--- src/rtl/bbox_tracker_if.sv ---
// Pixel-stream and result bundle for bbox_tracker.
// The master drives the mask stream and observes the latched box; the tracker is the slave.
interface bbox_tracker_if #(
    parameter int CNT_W = 20
);
    logic [10:0]      hcount_in;
    logic [9:0]       vcount_in;
    logic             valid_in;
    logic             mask_in;
    logic             nf_in;
    logic [11:0]      x_min_out;
    logic [10:0]      y_min_out;
    logic [11:0]      x_max_out;
    logic [10:0]      y_max_out;
    logic [CNT_W-1:0] count_out;
    logic             box_valid_out;
    logic             frame_done_out;

    modport master (
        output hcount_in, vcount_in, valid_in, mask_in, nf_in,
        input  x_min_out, y_min_out, x_max_out, y_max_out,
        input  count_out, box_valid_out, frame_done_out
    );

    modport slave (
        input  hcount_in, vcount_in, valid_in, mask_in, nf_in,
        output x_min_out, y_min_out, x_max_out, y_max_out,
        output count_out, box_valid_out, frame_done_out
    );
endinterface

--- src/rtl/bbox_tracker.sv ---
// Per-frame bounding box and pixel count of a thresholded mask stream, latched on nf_in.
// Optional feature: define BBOX_SMOOTH_EN to low-pass the box edges across valid frames.
module bbox_tracker #(
    parameter int H_ACTIVE   = 960,
    parameter int V_ACTIVE   = 640,
    parameter int MIN_PIXELS = 64,
    parameter int CNT_W      = 20
) (
    input  logic          clk_in,
    input  logic          rst_in,
    bbox_tracker_if.slave bus,
    output logic          fsm_state_out
);
    typedef enum logic {
        SYNC  = 1'b0,
        ACCUM = 1'b1
    } state_t;

    localparam logic [10:0]      H_LIM  = 11'(H_ACTIVE);
    localparam logic [9:0]       V_LIM  = 10'(V_ACTIVE);
    localparam logic [10:0]      H_SEED = 11'(H_ACTIVE - 1);
    localparam logic [9:0]       V_SEED = 10'(V_ACTIVE - 1);
    localparam logic [CNT_W-1:0] CNT_MIN = CNT_W'(MIN_PIXELS);
    localparam logic [CNT_W-1:0] CNT_SAT = {CNT_W{1'b1}};

    state_t state, state_next;

    logic [10:0]      xmin, xmax;
    logic [9:0]       ymin, ymax;
    logic [CNT_W-1:0] cnt;

    logic hit, seed, close_frame, accum_en, frame_ok;

    // valid_in qualifies a pixel; there is no back-pressure, every qualified pixel is consumed.
    assign hit = bus.valid_in & bus.mask_in & (bus.hcount_in < H_LIM) & (bus.vcount_in < V_LIM);
    assign frame_ok = (cnt >= CNT_MIN);
    assign fsm_state_out = logic'(state);

    always_ff @(posedge clk_in or posedge rst_in) begin
        if (rst_in) state <= SYNC;
        else        state <= state_next;
    end

    always_comb begin
        state_next = state;
        case (state)
            SYNC:    if (bus.nf_in) state_next = ACCUM;
            ACCUM:   state_next = ACCUM;
            default: state_next = SYNC;
        endcase
    end

    always_comb begin
        seed        = 1'b0;
        close_frame = 1'b0;
        accum_en    = 1'b0;
        case (state)
            SYNC: seed = bus.nf_in;
            ACCUM: begin
                seed        = bus.nf_in;
                close_frame = bus.nf_in;
                accum_en    = hit & ~bus.nf_in;
            end
            default: ;
        endcase
    end

    // A pixel arriving with nf_in opens the new frame rather than closing the old one.
    always_ff @(posedge clk_in or posedge rst_in) begin
        if (rst_in) begin
            xmin <= H_SEED;
            ymin <= V_SEED;
            xmax <= '0;
            ymax <= '0;
            cnt  <= '0;
        end else if (seed) begin
            if (hit) begin
                xmin <= bus.hcount_in;
                xmax <= bus.hcount_in;
                ymin <= bus.vcount_in;
                ymax <= bus.vcount_in;
                cnt  <= CNT_W'(1);
            end else begin
                xmin <= H_SEED;
                ymin <= V_SEED;
                xmax <= '0;
                ymax <= '0;
                cnt  <= '0;
            end
        end else if (accum_en) begin
            if (bus.hcount_in < xmin) xmin <= bus.hcount_in;
            if (bus.hcount_in > xmax) xmax <= bus.hcount_in;
            if (bus.vcount_in < ymin) ymin <= bus.vcount_in;
            if (bus.vcount_in > ymax) ymax <= bus.vcount_in;
            if (cnt != CNT_SAT) cnt <= cnt + CNT_W'(1);
        end
    end

`ifdef BBOX_SMOOTH_EN
    // cur + floor((nxt - cur) / 4), kept inside [0, lim].
    function automatic logic [11:0] smooth_edge(input logic [11:0] cur,
                                                input logic [11:0] nxt,
                                                input logic [11:0] lim);
        logic signed [12:0] diff;
        logic signed [12:0] sum;
        diff = $signed({1'b0, nxt}) - $signed({1'b0, cur});
        sum  = $signed({1'b0, cur}) + (diff >>> 2);
        if (sum[12])                         return '0;
        else if (sum > $signed({1'b0, lim})) return lim;
        else                                 return sum[11:0];
    endfunction

    localparam logic [11:0] X_CLIP = 12'(H_ACTIVE - 1);
    localparam logic [11:0] Y_CLIP = 12'(V_ACTIVE - 1);
    logic [11:0] x_min_s, x_max_s, y_min_s, y_max_s;

    always_comb begin
        x_min_s = smooth_edge(bus.x_min_out, {1'b0, xmin}, X_CLIP);
        x_max_s = smooth_edge(bus.x_max_out, {1'b0, xmax}, X_CLIP);
        y_min_s = smooth_edge({1'b0, bus.y_min_out}, {2'b0, ymin}, Y_CLIP);
        y_max_s = smooth_edge({1'b0, bus.y_max_out}, {2'b0, ymax}, Y_CLIP);
    end
`endif

    always_ff @(posedge clk_in or posedge rst_in) begin
        if (rst_in) begin
            bus.x_min_out      <= '0;
            bus.y_min_out      <= '0;
            bus.x_max_out      <= '0;
            bus.y_max_out      <= '0;
            bus.count_out      <= '0;
            bus.box_valid_out  <= 1'b0;
            bus.frame_done_out <= 1'b0;
        end else begin
            bus.frame_done_out <= close_frame;
            if (close_frame) begin
                bus.count_out     <= cnt;
                bus.box_valid_out <= frame_ok;
                if (frame_ok) begin
`ifdef BBOX_SMOOTH_EN
                    if (bus.box_valid_out) begin
                        bus.x_min_out <= x_min_s;
                        bus.x_max_out <= x_max_s;
                        bus.y_min_out <= y_min_s[10:0];
                        bus.y_max_out <= y_max_s[10:0];
                    end else begin
                        bus.x_min_out <= {1'b0, xmin};
                        bus.x_max_out <= {1'b0, xmax};
                        bus.y_min_out <= {1'b0, ymin};
                        bus.y_max_out <= {1'b0, ymax};
                    end
`else
                    bus.x_min_out <= {1'b0, xmin};
                    bus.x_max_out <= {1'b0, xmax};
                    bus.y_min_out <= {1'b0, ymin};
                    bus.y_max_out <= {1'b0, ymax};
`endif
                end
            end
        end
    end
endmodule
--- src/flat_wrapper.sv ---
// flat-port wrapper written by rule: the top's interface ports become plain ports
module bbox_tracker_flat 
#(
    parameter int H_ACTIVE   = 960,
    parameter int V_ACTIVE   = 640,
    parameter int MIN_PIXELS = 64,
    parameter int CNT_W      = 20
)
  (clk_in, rst_in, fsm_state_out, bus_hcount_in, bus_vcount_in, bus_valid_in, bus_mask_in, bus_nf_in, bus_x_min_out, bus_y_min_out, bus_x_max_out, bus_y_max_out, bus_count_out, bus_box_valid_out, bus_frame_done_out);
  bbox_tracker_if #(.CNT_W(CNT_W)) bus_i ();
  input  logic clk_in;
  input  logic rst_in;
  output logic fsm_state_out;
  input wire logic [$bits(bus_i.hcount_in)-1:0] bus_hcount_in;
  input wire logic [$bits(bus_i.vcount_in)-1:0] bus_vcount_in;
  input wire logic [$bits(bus_i.valid_in)-1:0] bus_valid_in;
  input wire logic [$bits(bus_i.mask_in)-1:0] bus_mask_in;
  input wire logic [$bits(bus_i.nf_in)-1:0] bus_nf_in;
  output wire logic [$bits(bus_i.x_min_out)-1:0] bus_x_min_out;
  output wire logic [$bits(bus_i.y_min_out)-1:0] bus_y_min_out;
  output wire logic [$bits(bus_i.x_max_out)-1:0] bus_x_max_out;
  output wire logic [$bits(bus_i.y_max_out)-1:0] bus_y_max_out;
  output wire logic [$bits(bus_i.count_out)-1:0] bus_count_out;
  output wire logic [$bits(bus_i.box_valid_out)-1:0] bus_box_valid_out;
  output wire logic [$bits(bus_i.frame_done_out)-1:0] bus_frame_done_out;
  assign bus_i.hcount_in = bus_hcount_in;
  assign bus_i.vcount_in = bus_vcount_in;
  assign bus_i.valid_in = bus_valid_in;
  assign bus_i.mask_in = bus_mask_in;
  assign bus_i.nf_in = bus_nf_in;
  assign bus_x_min_out = bus_i.x_min_out;
  assign bus_y_min_out = bus_i.y_min_out;
  assign bus_x_max_out = bus_i.x_max_out;
  assign bus_y_max_out = bus_i.y_max_out;
  assign bus_count_out = bus_i.count_out;
  assign bus_box_valid_out = bus_i.box_valid_out;
  assign bus_frame_done_out = bus_i.frame_done_out;
  bbox_tracker #(.H_ACTIVE(H_ACTIVE), .V_ACTIVE(V_ACTIVE), .MIN_PIXELS(MIN_PIXELS), .CNT_W(CNT_W)) u_core (.clk_in(clk_in), .rst_in(rst_in), .bus(bus_i), .fsm_state_out(fsm_state_out));
endmodule
--- config.mk ---
export PLATFORM = sky130hd
export DESIGN_NAME = bbox_tracker_flat
export DESIGN_NICKNAME = d
export VERILOG_FILES = /design/src/rtl/bbox_tracker_if.sv /design/src/rtl/bbox_tracker.sv /design/src/flat_wrapper.sv
export SDC_FILE = /design/constraint.sdc
export NUM_CORES = 1
export LEC_CHECK = 0
export CAP_MARGIN = 10
export CORE_UTILIZATION = 45
export CTS_CLUSTER_SIZE = 25
export DETAILED_ROUTE_END_ITERATION = 10
export PLACE_DENSITY = 0.76
export SLEW_MARGIN = 20
export SYNTH_ARGS = -nofsm -noshare
export SYNTH_HDL_FRONTEND = slang
export SYNTH_SLANG_ARGS = --single-unit
--- constraint.sdc ---
create_clock -name clk_in -period 3.9 [get_ports clk_in]
set_input_delay 0.39 -clock clk_in [delete_from_list [all_inputs] [get_ports clk_in]]
set_output_delay 0.39 -clock clk_in [all_outputs]
set_load 0.02 [all_outputs]
# Word-level counts from Yosys, hierarchy flattened

Index checks and enable logic that the tools add are counted.

Equality and inequality tests: 1
Reduce and logical (&&, ||, !) cells: 12
Divide/modulo/power cells: 0
Multiplexer cells: 24
$lt $le $gt $ge: 7
$mul: 0
$add $sub $neg: 1
Bitwise operators: 6
Shifts and indexed selects: 0

Operators with widths:

| cell                                                                           | count |
|---|---|
| 11-bit two-way mux                                                             | 8 |
| 10-bit two-way mux                                                             | 8 |
| 20-bit two-way mux                                                             | 3 |
| 20-bit by 1-bit adder with 20-bit output, second input constant                | 1 |
| 20-bit by 7-bit >= comparator with 1-bit output, second input constant         | 1 |
| 20-bit != test, second input constant                                          | 1 |
| 2-bit AND reduction                                                            | 6 |
| 2-bit nonzero test                                                             | 6 |
| 11-bit greater-than comparator                                                 | 1 |
| 11-bit by 10-bit less-than comparator with 1-bit output, second input constant | 1 |
| 11-bit less-than comparator                                                    | 1 |
| 10-bit greater-than comparator                                                 | 1 |
| 10-bit less-than comparator                                                    | 1 |
| 10-bit less-than comparator, second input constant                             | 1 |
| 1-bit bitwise AND                                                              | 4 |
| 1-bit two-way mux                                                              | 4 |
| 1-bit NOT                                                                      | 2 |
| 1-bit one-hot mux with 2 select lines                                          | 1 |

Output and inout port bits: 69
Bits in writable memories: 0
Input port bits: 26
Bits in latches: 0
Flip-flop bits (word level): 127
Memories: 0
Memory bits (read-only): 0

# Depth between registers and ports, before layout

Gate-level depths: netlist (run 1).

Word-level depth: 7
Mapped depth: 9
Depth with buffers taken out: 8

# Worst setup path before layout (run 1)

OpenSTA, ideal clock, no wires.

Kind: input -> register
Start point: input bus_hcount_in[6]
End point: register u_core.xmax[1]
Arrival: 1.922 ns
Path buffers: 1
Slack: 1.857 ns
Stages: 8
Cells stage by stage: ha_1 -> a21oi_1 -> o21ai_1 -> a2111oi_2 -> nor3_2 -> a21o_1 -> buf_6 -> a22o_1

Longest elaborated chain between the ends: 7
Elaborated cells on any way between the ends: 11
Those cells by class: order compare (2); mux (3); bitwise (3); reduce/logical (3)

Ends and longest elaborated chain:

| element                                                 | line               | text |
|---|---|---|
| from (decl)                                             | flat_wrapper.sv:14 | `input wire logic [$bits(bus_i.hcount_in)-1:0] bus_hcount_in;` |
| 11-bit by 10-bit less-than comparator with 1-bit output | bbox_tracker.sv:35 | `assign hit = bus.valid_in & bus.mask_in & (bus.hcount_in < H_LIM) & (bus.vcount_in < V_LIM);` |
| 1-bit bitwise AND (2 in series)                         | bbox_tracker.sv:35 |  |
| 1-bit bitwise AND                                       | bbox_tracker.sv:62 | `accum_en = hit & ~bus.nf_in;` |
| 1-bit two-way mux                                       | bbox_tracker.sv:57 | `case (state)` |
| 2-bit nonzero test (no line)                            | -                  |  |
| 2-bit AND reduction (no line)                           | -                  |  |
| to (signal assigned)                                    | bbox_tracker.sv:79 | `xmax <= bus.hcount_in;` |
| to (signal assigned)                                    | bbox_tracker.sv:92 | `if (bus.hcount_in > xmax) xmax <= bus.hcount_in;` |
| to (decl)                                               | bbox_tracker.sv:28 | `logic [10:0] xmin, xmax;` |

Several ways; a longest one is shown, not always the timed one.
A chain may end at the register's enable or synchronous reset.

# Worst setup path in the final report (run 1)

Start point: input bus_hcount_in[10]
End point: register u_core.xmin[1]

Longest elaborated chain between the ends: 7
Elaborated cells on any way between the ends: 11
Those cells by class: order compare (2); mux (3); bitwise (3); reduce/logical (3)

Ends and longest elaborated chain:

| element                                                 | line               | text |
|---|---|---|
| 11-bit by 10-bit less-than comparator with 1-bit output | bbox_tracker.sv:35 |  |
| 1-bit bitwise AND (2 in series)                         | bbox_tracker.sv:35 |  |
| 1-bit bitwise AND                                       | bbox_tracker.sv:62 |  |
| 1-bit two-way mux                                       | bbox_tracker.sv:57 |  |
| 2-bit nonzero test (no line)                            | -                  |  |
| 2-bit AND reduction (no line)                           | -                  |  |
| to (signal assigned)                                    | bbox_tracker.sv:78 | `xmin <= bus.hcount_in;` |
| to (signal assigned)                                    | bbox_tracker.sv:91 | `if (bus.hcount_in < xmin) xmin <= bus.hcount_in;` |
| to (decl)                                               | bbox_tracker.sv:28 |  |

Several ways; a longest one is shown, not always the timed one.

==> results.md, run 1 <==
- Worst path most repeated cell: o21ai_0
- Reported max-cap violation count: 0
- Critical-path top delay cell: o41a_1
- Hold_ws: 473 ps
- Top FF cell, synth: dfrtp_1
- First-pass GRT wire length: 23200 µm
- Hold Fails Final Rpt: 0
- Vias in the first global route: 4638
- Relative slew slack: 38.5%
- Ant. Diodes: 0
- Mapped Area: 6240 µm²
- CP Data Required Time: 4230 ps
- Starting DRC count in detailed routing: 225
- CP endpoint kind: flop
- # Post-CTS Setup Buffers: 0
- Slew at the pin with the worst max-slew slack: 923 ps
- Non-filler cells, final: 826
- Crit path kind: in -> reg
- Placed cell count: 796
- Sequential-to-total area share from yosys stat: 51.3%
- Final GP Congestion: 0.838
- Fin area: 7920 µm²
- Post-synthesis register bit count: 127
- Peak VDD IR: 0.000278 V
- Total Routing Usage GR: 21.1%
- Count of input and output buffers: 90
- Number of flops mapped to enable cells by yosys: 0
- Post-synth cell types: 53
- Worst Path Arrival: 2830 ps
- CTS resizes: 0
- Fin. max-slew vios: 0
- Unrepaired setup endpoints after global routing: no
- WL/cell: 16.9 µm
- Post-route DRC violation count: 0
- Max incr delay on CP: 680 ps
- Mapped Cells: 545
- I/O Pins: 95
- Pin count of the biggest net entering global routing: 68
- Most frequent cells in the layout: dfrtp_1, clkdlybuf4s50_1, mux2_2
- Lkg Pwr: 3.73 nW
- Layout net count: 707
- Worst Setup Start Kind: input port
- Pre-Repair DR Iteration Count: 5
- TritonCTS clock tree: built
- Via count: 4522
- Most common cell after layout, fill and taps aside: dfrtp_1
- Die X: 120 µm
- Worst Reg-to-Reg Cells: 8
- Layout cells sized above 1: 18.9%
- Run status: finished, final reports clean
- Crit-path max FO: 21
- Syn_area_per_cell: 11.4 µm²
- GRT overflow: 0
- Core footprint: 13400 µm²
- Hold bufs inserted after CTS: 0
- CTS H-tree lvls: 4
- Period utilization: 64.2%
- Clk_skew: 15.1 ps
- Cts bufs inserted: 17
- Final Setup Violations: 0
- Worst skew pair latency: 420 ps
- Start of the worst register-to-register path: u_core.xmin[8]
- Placed Area: 7300 µm²
- Crit-path cells: clkdlybuf4s50_1 > ha_1 > a21oi_1 > o21ai_0 > o21ai_0 > o41a_1 > nand2_1 > o211ai_1
- Pwr dens: 427 nW/µm²
- Worst-path clk slew: 50 ps
- Area delta synth->final: 27.0%
- Synth Warn #: 0
- CTS root buffer: clkbuf_16
- CP startpoint: bus_hcount_in[10]
- Drt via density: 5.47
- Antenna violations before repair: 0
- Die height: 120 µm
- Achievable Freq: 400 MHz
- Starting Density: 46.5%
- Share of synthesized registers carrying an async set or reset: 100%
- Final wirelength: 14000 µm
- Hold Path Class: in -> async
- Num rows: 42
- Clock sinks: 127
- Die area: 14300 µm²
- Post-DP HPWL: 9720 µm
- CTS max path bufs: 2
- Fin Setup TNS: 0 ps
- Crit path time final: 2500 ps
- ANT nets after route: 0
-- routing by layer --
layer / share of wire (%) / track usage, % / vias up
met3: 4.4 / 4.09 / 20
met2: 49 / 34.1 / 125
met1: 44 / 27.3 / 2256
met5: 0 / 0 / -
li1: - / - / 2121
met4: 2.4 / 9.77 / 0
-- worst max-delay path, delay by kind of cell --
kind	cells	cell delay, ps
AO/OA/AOI/OAI	5	1340
AND/OR/NAND/NOR	1	150
buffers and inverters	1	650
adder cells (fa/ha/maj)	1	300
-- layout make-up --
type | count | area, µm²
flip-flops and latches | 127 | 3200
fillers | 1103 | 5480
repair buffers | 97 | 966
clock buffers | 24 | 492
multi-input cells | 349 | 2730
well taps | 176 | 220
inverters | 47 | 179
clock inverters | 6 | 130
-- path summary, 6_finish.rpt --
path,to,slack (ps)
max,u_core.xmin[1],1400
min in group clk_in,u_core.bus.box_valid_out,480
min reg2reg,u_core.bus.box_valid_out,480
max reg2reg,u_core.xmin[1],1470
min,u_core.bus.x_max_out[3],470
max in group asynchronous,u_core.ymin[6],2580
-- power by group --
group | internal (mW) | total, mW | switching [mW]
Sequential | 1.38 | 1.41 | 0.0362
Combinational | 0.122 | 0.312 | 0.190
Clock | 1.13 | 1.66 | 0.533
Total | 2.63 | 3.38 | 0.759
-- sequential cells by signal, indices dropped and copies added (netlist names), 10 cells and up --
name                  count
u_core.ymin              10
u_core.ymax              10
u_core.bus.x_max_out     11
u_core.bus.x_min_out     11
u_core.xmin              11
u_core.cnt               20
u_core.bus.count_out     20
u_core.bus.y_min_out     10
u_core.bus.y_max_out     10
u_core.xmax              11
-- kinds of logic (layout without fill, tap and decap cells) --
family | count (synthesis) | in the layout | share of synthesized area [%]
AO/OA/AOI/OAI | 92 | 92 | 9.95
XOR/XNOR | 15 | 15 | 2.11
adder cells (fa/ha/maj) | 42 | 42 | 8.43
buffers and inverters | 72 | 174 | 5.26
flip-flops | 127 | 127 | 51.3
multiplexers | 68 | 68 | 12.1
other | 1 | 4 | 0.0601
AND/OR/NAND/NOR | 128 | 128 | 10.8
-- Yosys cell counts (all sizes together) (15+ instances only) --
library cell | number | area share [%]
buf | 20 | 2.1
a21oi | 17 | 1.4
mux2 | 60 | 11
o21ai | 28 | 2.2
dfstp | 17 | 7.2
nand2 | 41 | 2.5
inv | 46 | 2.8
o211ai | 15 | 1.8
dfrtp | 110 | 44
nor2 | 29 | 2.0
ha | 42 | 8.4
-- through the flow --
step                      utilization [%]  power, mW  setup WS [ps]
after detailed placement             54.5       1.74           1010
after floorplan                         -       1.63            154
after global routing                 59.1       3.51           1250
after CTS                            59.1       3.42           1390
final                                59.1       3.38           1400
after global placement               54.5       1.73           1070
Power figures use the tool's default switching activity.
==> run 2: changes to the inputs <==
--- a/config.mk
+++ b/config.mk
@@ -9,7 +9,7 @@
 export CORE_UTILIZATION = 45
 export CTS_CLUSTER_SIZE = 25
 export DETAILED_ROUTE_END_ITERATION = 10
-export PLACE_DENSITY = 0.76
+export PLACE_DENSITY = 0.73
 export SLEW_MARGIN = 20
 export SYNTH_ARGS = -nofsm -noshare
 export SYNTH_HDL_FRONTEND = slang
==> constraint.sdc (replaced) <==
create_clock -name clk_in -period 2.34 [get_ports clk_in]
set_input_delay 0.234 -clock clk_in [delete_from_list [all_inputs] [get_ports clk_in]]
set_output_delay 0.234 -clock clk_in [all_outputs]
set_load 0.02 [all_outputs]
==> run 2 against run 1 <==
- flip-flop and latch count did not move
- count of clock-buffer cells in the layout is 2 lower
- critical path depth did not move
- core utilization increased by 2.1 points
- highest routed layer unchanged
- routed wire length rose by 2.1%
- hold slack worse by 93 ps
- register-to-register slack worse by 1300 ps
==> results.md, run 2 (synthesized netlist as in run 1, its figures left out) <==
- Total Routing Usage GR: 21.7%
- Most common cell after layout, fill and taps aside: dfrtp_1
- Pre-CTS setup slack: -128 ps
- CP endpoint kind: flop
- Worst-path clk slew: 50 ps
- Die area: 14300 µm²
- Reported max-cap violation count: 0
- Final GP Congestion: 0.829
- Slew at the pin with the worst max-slew slack: 644 ps
- Final WS setup: 154 ps
- Count of input and output buffers: 90
- Cts bufs inserted: 17
- Final Setup Violations: 0
- Pre-Repair DR Iteration Count: 4
- Pin count of the biggest net entering global routing: 128
- GRT overflow: 0
- Via count: 4593
- Largest regs: u_core.bus.count_out: 20 flops, u_core.cnt: 20 flops
- Clock sinks: 127
- Layout cells sized above 1: 23.8%
- Hold Fails Final Rpt: 0
- Worst Path Arrival: 2480 ps
- Post-DP HPWL: 10200 µm
- Crit path time final: 2190 ps
- Final wirelength: 14300 µm
- Achievable Freq: 458 MHz
- Fin. max-slew vios: 0
- Relative slew slack: 57.1%
- Peak VDD IR: 0.000425 V
- Ant. Diodes: 0
- Num rows: 42
- CTS root buffer: clkbuf_16
- Lkg Pwr: 3.89 nW
- Area delta synth->final: 31.4%
- Drt via density: 5.32
- Pwr dens: 686 nW/µm²
- Die height: 120 µm
- Starting Density: 46.5%
- Core Util, Final: 61.2%
- Core footprint: 13400 µm²
- I/O Pins: 95
- CTS max path bufs: 2
- ANT nets after route: 0
- Clk_skew: 9.87 ps
- Crit-path max FO: 9
- CP Data Required Time: 2630 ps
- Unrepaired setup endpoints after global routing: no
- Most frequent cells in the layout: dfrtp_1, clkdlybuf4s50_1, mux2_2
- WL/cell: 16.5 µm
- Hold Path Class: in -> async
- Antenna violations before repair: 0
- Starting DRC count in detailed routing: 240
- Fin area: 8200 µm²
- Period utilization: 93.4%
- Placed Area: 7580 µm²
- Worst Setup Start Kind: flop
- Layout net count: 743
- Worst skew pair latency: 420 ps
- Total chip power: 5.62 mW
- Crit path kind: reg -> reg
- First-pass GRT wire length: 23800 µm
- Run status: finished, final reports clean
- Vias in the first global route: 4691
- Die X: 120 µm
- Post-route DRC violation count: 0
- CTS H-tree lvls: 4
- Hold bufs inserted after CTS: 0
- TritonCTS clock tree: built
[run 2: final timing paths]
path,startpoint,cells past startpoint,slack (ps),endpoint
setup reg to reg,u_core.xmax[2],8,150,u_core.xmax[5]
min in group clk_in,u_core.bus.count_out[1],2,480,u_core.bus.count_out[1]
max in group asynchronous,rst_in,3,1500,u_core.cnt[15]
setup / recovery,u_core.xmax[2],8,150,u_core.xmax[5]
hold reg to reg,u_core.bus.count_out[1],2,480,u_core.bus.count_out[1]
hold / removal,rst_in,3,380,u_core.bus.x_max_out[10]
[run 2: area by class of cell]
| type | count | area [µm²] |
|---|---|---|
| Clock buffer | 22 | 474 |
| Sequential cell | 127 | 3200 |
| Multi-Input combinational cell | 349 | 2740 |
| Tap cell | 176 | 220 |
| Inverter | 47 | 180 |
| Fill cell | 1079 | 5200 |
| Timing Repair Buffer | 133 | 1250 |
| Clock inverter | 10 | 135 |
[run 2: timing repair]
item / in CTS / in global routing
endpoints found under the hold margin: 0 / 0
setup buffers: 0 / 0
setup endpoints to repair: 0 / 5
gates resized for setup: 0 / 2
[run 2: routing by layer]
layer  wire (µm)  global-route usage (%)  share of wire, %
met5           0                       0                 0
met4         176                    7.73               1.2
met3         456                    4.66               3.2
met2        6990                    34.7                49
met1        6640                    28.9                47
[run 2: metrics by stage]
stage          hold WS [ps]  TNS [ps]  std cells
2_1_floorplan           351         0        548
3_3_place_gp            460      -489        832
3_5_place_dp            470     -1250        832
4_1_cts                 416         0        864
5_1_grt                 445         0        864
6_report                380         0        864
[run 2: worst max-delay path: stages (launching register included)]
cell       delay (ps)
dfrtp_1           390
inv_1              70
ha_1              300
a21oi_1           180
a211oi_2          100
a2111oi_2         380
nor3_2            100
a21o_2            290
a22o_1            250
[run 2: power by group]
group	total, mW	leakage (nW)	switching (mW)	internal (mW)
combinational	0.567	1.89	0.323	0.244
sequential	2.35	1.70	0.0607	2.29
clock	2.70	0.300	0.950	1.75
==> run 3: changes to the inputs <==
--- a/config.mk
+++ b/config.mk
@@ -9,6 +9,7 @@
 export CORE_UTILIZATION = 45
 export CTS_CLUSTER_SIZE = 25
 export DETAILED_ROUTE_END_ITERATION = 10
+export GPL_TIMING_DRIVEN = 0
 export PLACE_DENSITY = 0.73
 export SLEW_MARGIN = 20
 export SYNTH_ARGS = -nofsm -noshare
==> run 3 against run 2 <==
- sequential share of layout area is 0.53 points higher
- non-clock buffer count is 16 lower
- core utilization is 0.81 points lower
- final cell count is 1.9% lower
- critical path depth is 1 higher
- count of clock-buffer cells in the layout is 1 lower
- largest power group unchanged
==> results.md, run 3 (synthesized netlist as in run 1, its figures left out) <==
- Reported max-cap violation count: 0
- Via count: 4558
- First-pass GRT wire length: 23800 µm
- Slew at the pin with the worst max-slew slack: 638 ps
- Worst Setup Start Kind: input port
- Final Setup Violations: 0
- Final WS setup: 77.4 ps
- CP endpoint kind: flop
- Pin count of the biggest net entering global routing: 35
- Cts bufs inserted: 17
- Fin Setup TNS: 0 ps
- Reg-to-reg slack, setup: 100 ps
- CTS H-tree lvls: 4
- Final GP Congestion: 0.830
- Fin area: 8090 µm²
- Fin. max-slew vios: 0
- TritonCTS clock tree: built
- Area delta synth->final: 29.7%
- RR Endpoint: u_core.xmax[1]
- WL/cell: 17.0 µm
- Crit-path max FO: 9
- Pwr dens: 720 nW/µm²
- Worst skew pair latency: 420 ps
- Starting Density: 46.5%
- CTS root buffer: clkbuf_16
- Peak VDD IR: 0.000465 V
- Drt via density: 5.38
- I/O Pins: 95
- Num rows: 42
- Vias in the first global route: 4710
- Worst-path clk slew: 60 ps
- Crit path kind: in -> reg
- Largest regs: u_core.bus.count_out: 20 flops, u_core.cnt: 20 flops
- Antenna violations before repair: 0
- GRT overflow: 0
- Layout net count: 727
- Core Util, Final: 60.4%
- Hold Fails Final Rpt: 0
- Run status: finished, final reports clean
- ANT nets after route: 0
- Pre-Repair DR Iteration Count: 4
- Crit path time final: 2260 ps
- Count of input and output buffers: 89
- Hold Path Class: in -> async
- Pre-CTS setup slack: -310 ps
- CP Data Required Time: 2640 ps
- Clk_skew: 5.08 ps
- Ant. Diodes: 0
- Total Routing Usage GR: 21.6%
- CTS max path bufs: 2
- Worst Path Arrival: 2560 ps
- Die area: 14300 µm²
- Core footprint: 13400 µm²
- Final wirelength: 14400 µm
- Relative slew slack: 57.4%
- Lkg Pwr: 3.83 nW
- Die X: 120 µm
- Achievable Freq: 442 MHz
- Hold_ws: 251 ps
- Die height: 120 µm
- Post-DP HPWL: 10400 µm
- Most frequent cells in the layout: dfrtp_1, clkdlybuf4s50_1, mux2_2
- Most common cell after layout, fill and taps aside: dfrtp_1
- Placed Area: 7420 µm²
- Layout cells sized above 1: 21.4%
- Hold bufs inserted after CTS: 0
- Worst Reg-to-Reg Cells: 9
- Starting DRC count in detailed routing: 237
- Start of the worst register-to-register path: u_core.xmax[8]
- Period utilization: 96.7%
- Post-route DRC violation count: 0
- Clock sinks: 127
## run 3: critical path, stage by stage
cell	delay [ps]
clkdlybuf4s50_1	550
ha_1	400
a211oi_2	260
nor2_1	100
a2111oi_2	310
nor3_2	130
a21o_1	200
buf_6	140
a22o_1	240
## run 3: cell type report
class / count / area, µm²
Inverter: 47 / 180
Timing Repair Buffer: 92 / 951
Buffer: 25 / 154
Sequential cell: 127 / 3200
Multi-Input combinational cell: 349 / 2730
Clock buffer: 21 / 470
Fill cell: 1096 / 5310
Tap cell: 176 / 220
Clock inverter: 11 / 186
## run 3: report_power, final
part / internal [mW] / total [mW] / switching [mW] / leakage, nW
combinational: 0.225 / 0.548 / 0.323 / 1.81
sequential: 2.29 / 2.35 / 0.0586 / 1.70
clock: 1.97 / 2.92 / 0.954 / 0.323
## run 3: worst max-delay path by stage
stage / startpoint / endpoint / slack, ps / depth (start not counted)
2_1_floorplan: u_core.xmax[6] / u_core.xmax[1] / 320 / 9
3_3_place_gp: rst_in / u_core.bus.y_min_out[5] / -560 / 2
6_report: bus_hcount_in[8] / u_core.xmax[1] / 80 / 9
5_1_grt: u_core.xmax[8] / u_core.xmax[4] / -6 / 9
4_1_cts: u_core.ymax[4] / u_core.ymax[5] / 60 / 9
3_5_place_dp: bus_vcount_in[4] / u_core.ymax[5] / -310 / 9
## run 3: metrics by stage
step,cells,power [mW]
2_1_floorplan,548,2.71
3_3_place_gp,813,2.89
3_5_place_dp,816,2.93
4_1_cts,848,5.86
5_1_grt,848,6.05
6_report,848,5.82
## run 3: repair_timing
action | 4_1_cts | 5_1_grt
endpoints found under the setup margin | 0 | 15
resized for setup | 0 | 3
buffers inserted | 0 | 0
## run 3: metal layers
layer  wire length [µm]  global-route usage (%)  up-vias
li1                   -                       -     2159
met1               6460                    27.5     2247
met2               6960                    35.4      127
met3                671                    5.51       25
met4                312                    7.89        0
met5                  0                       0        -
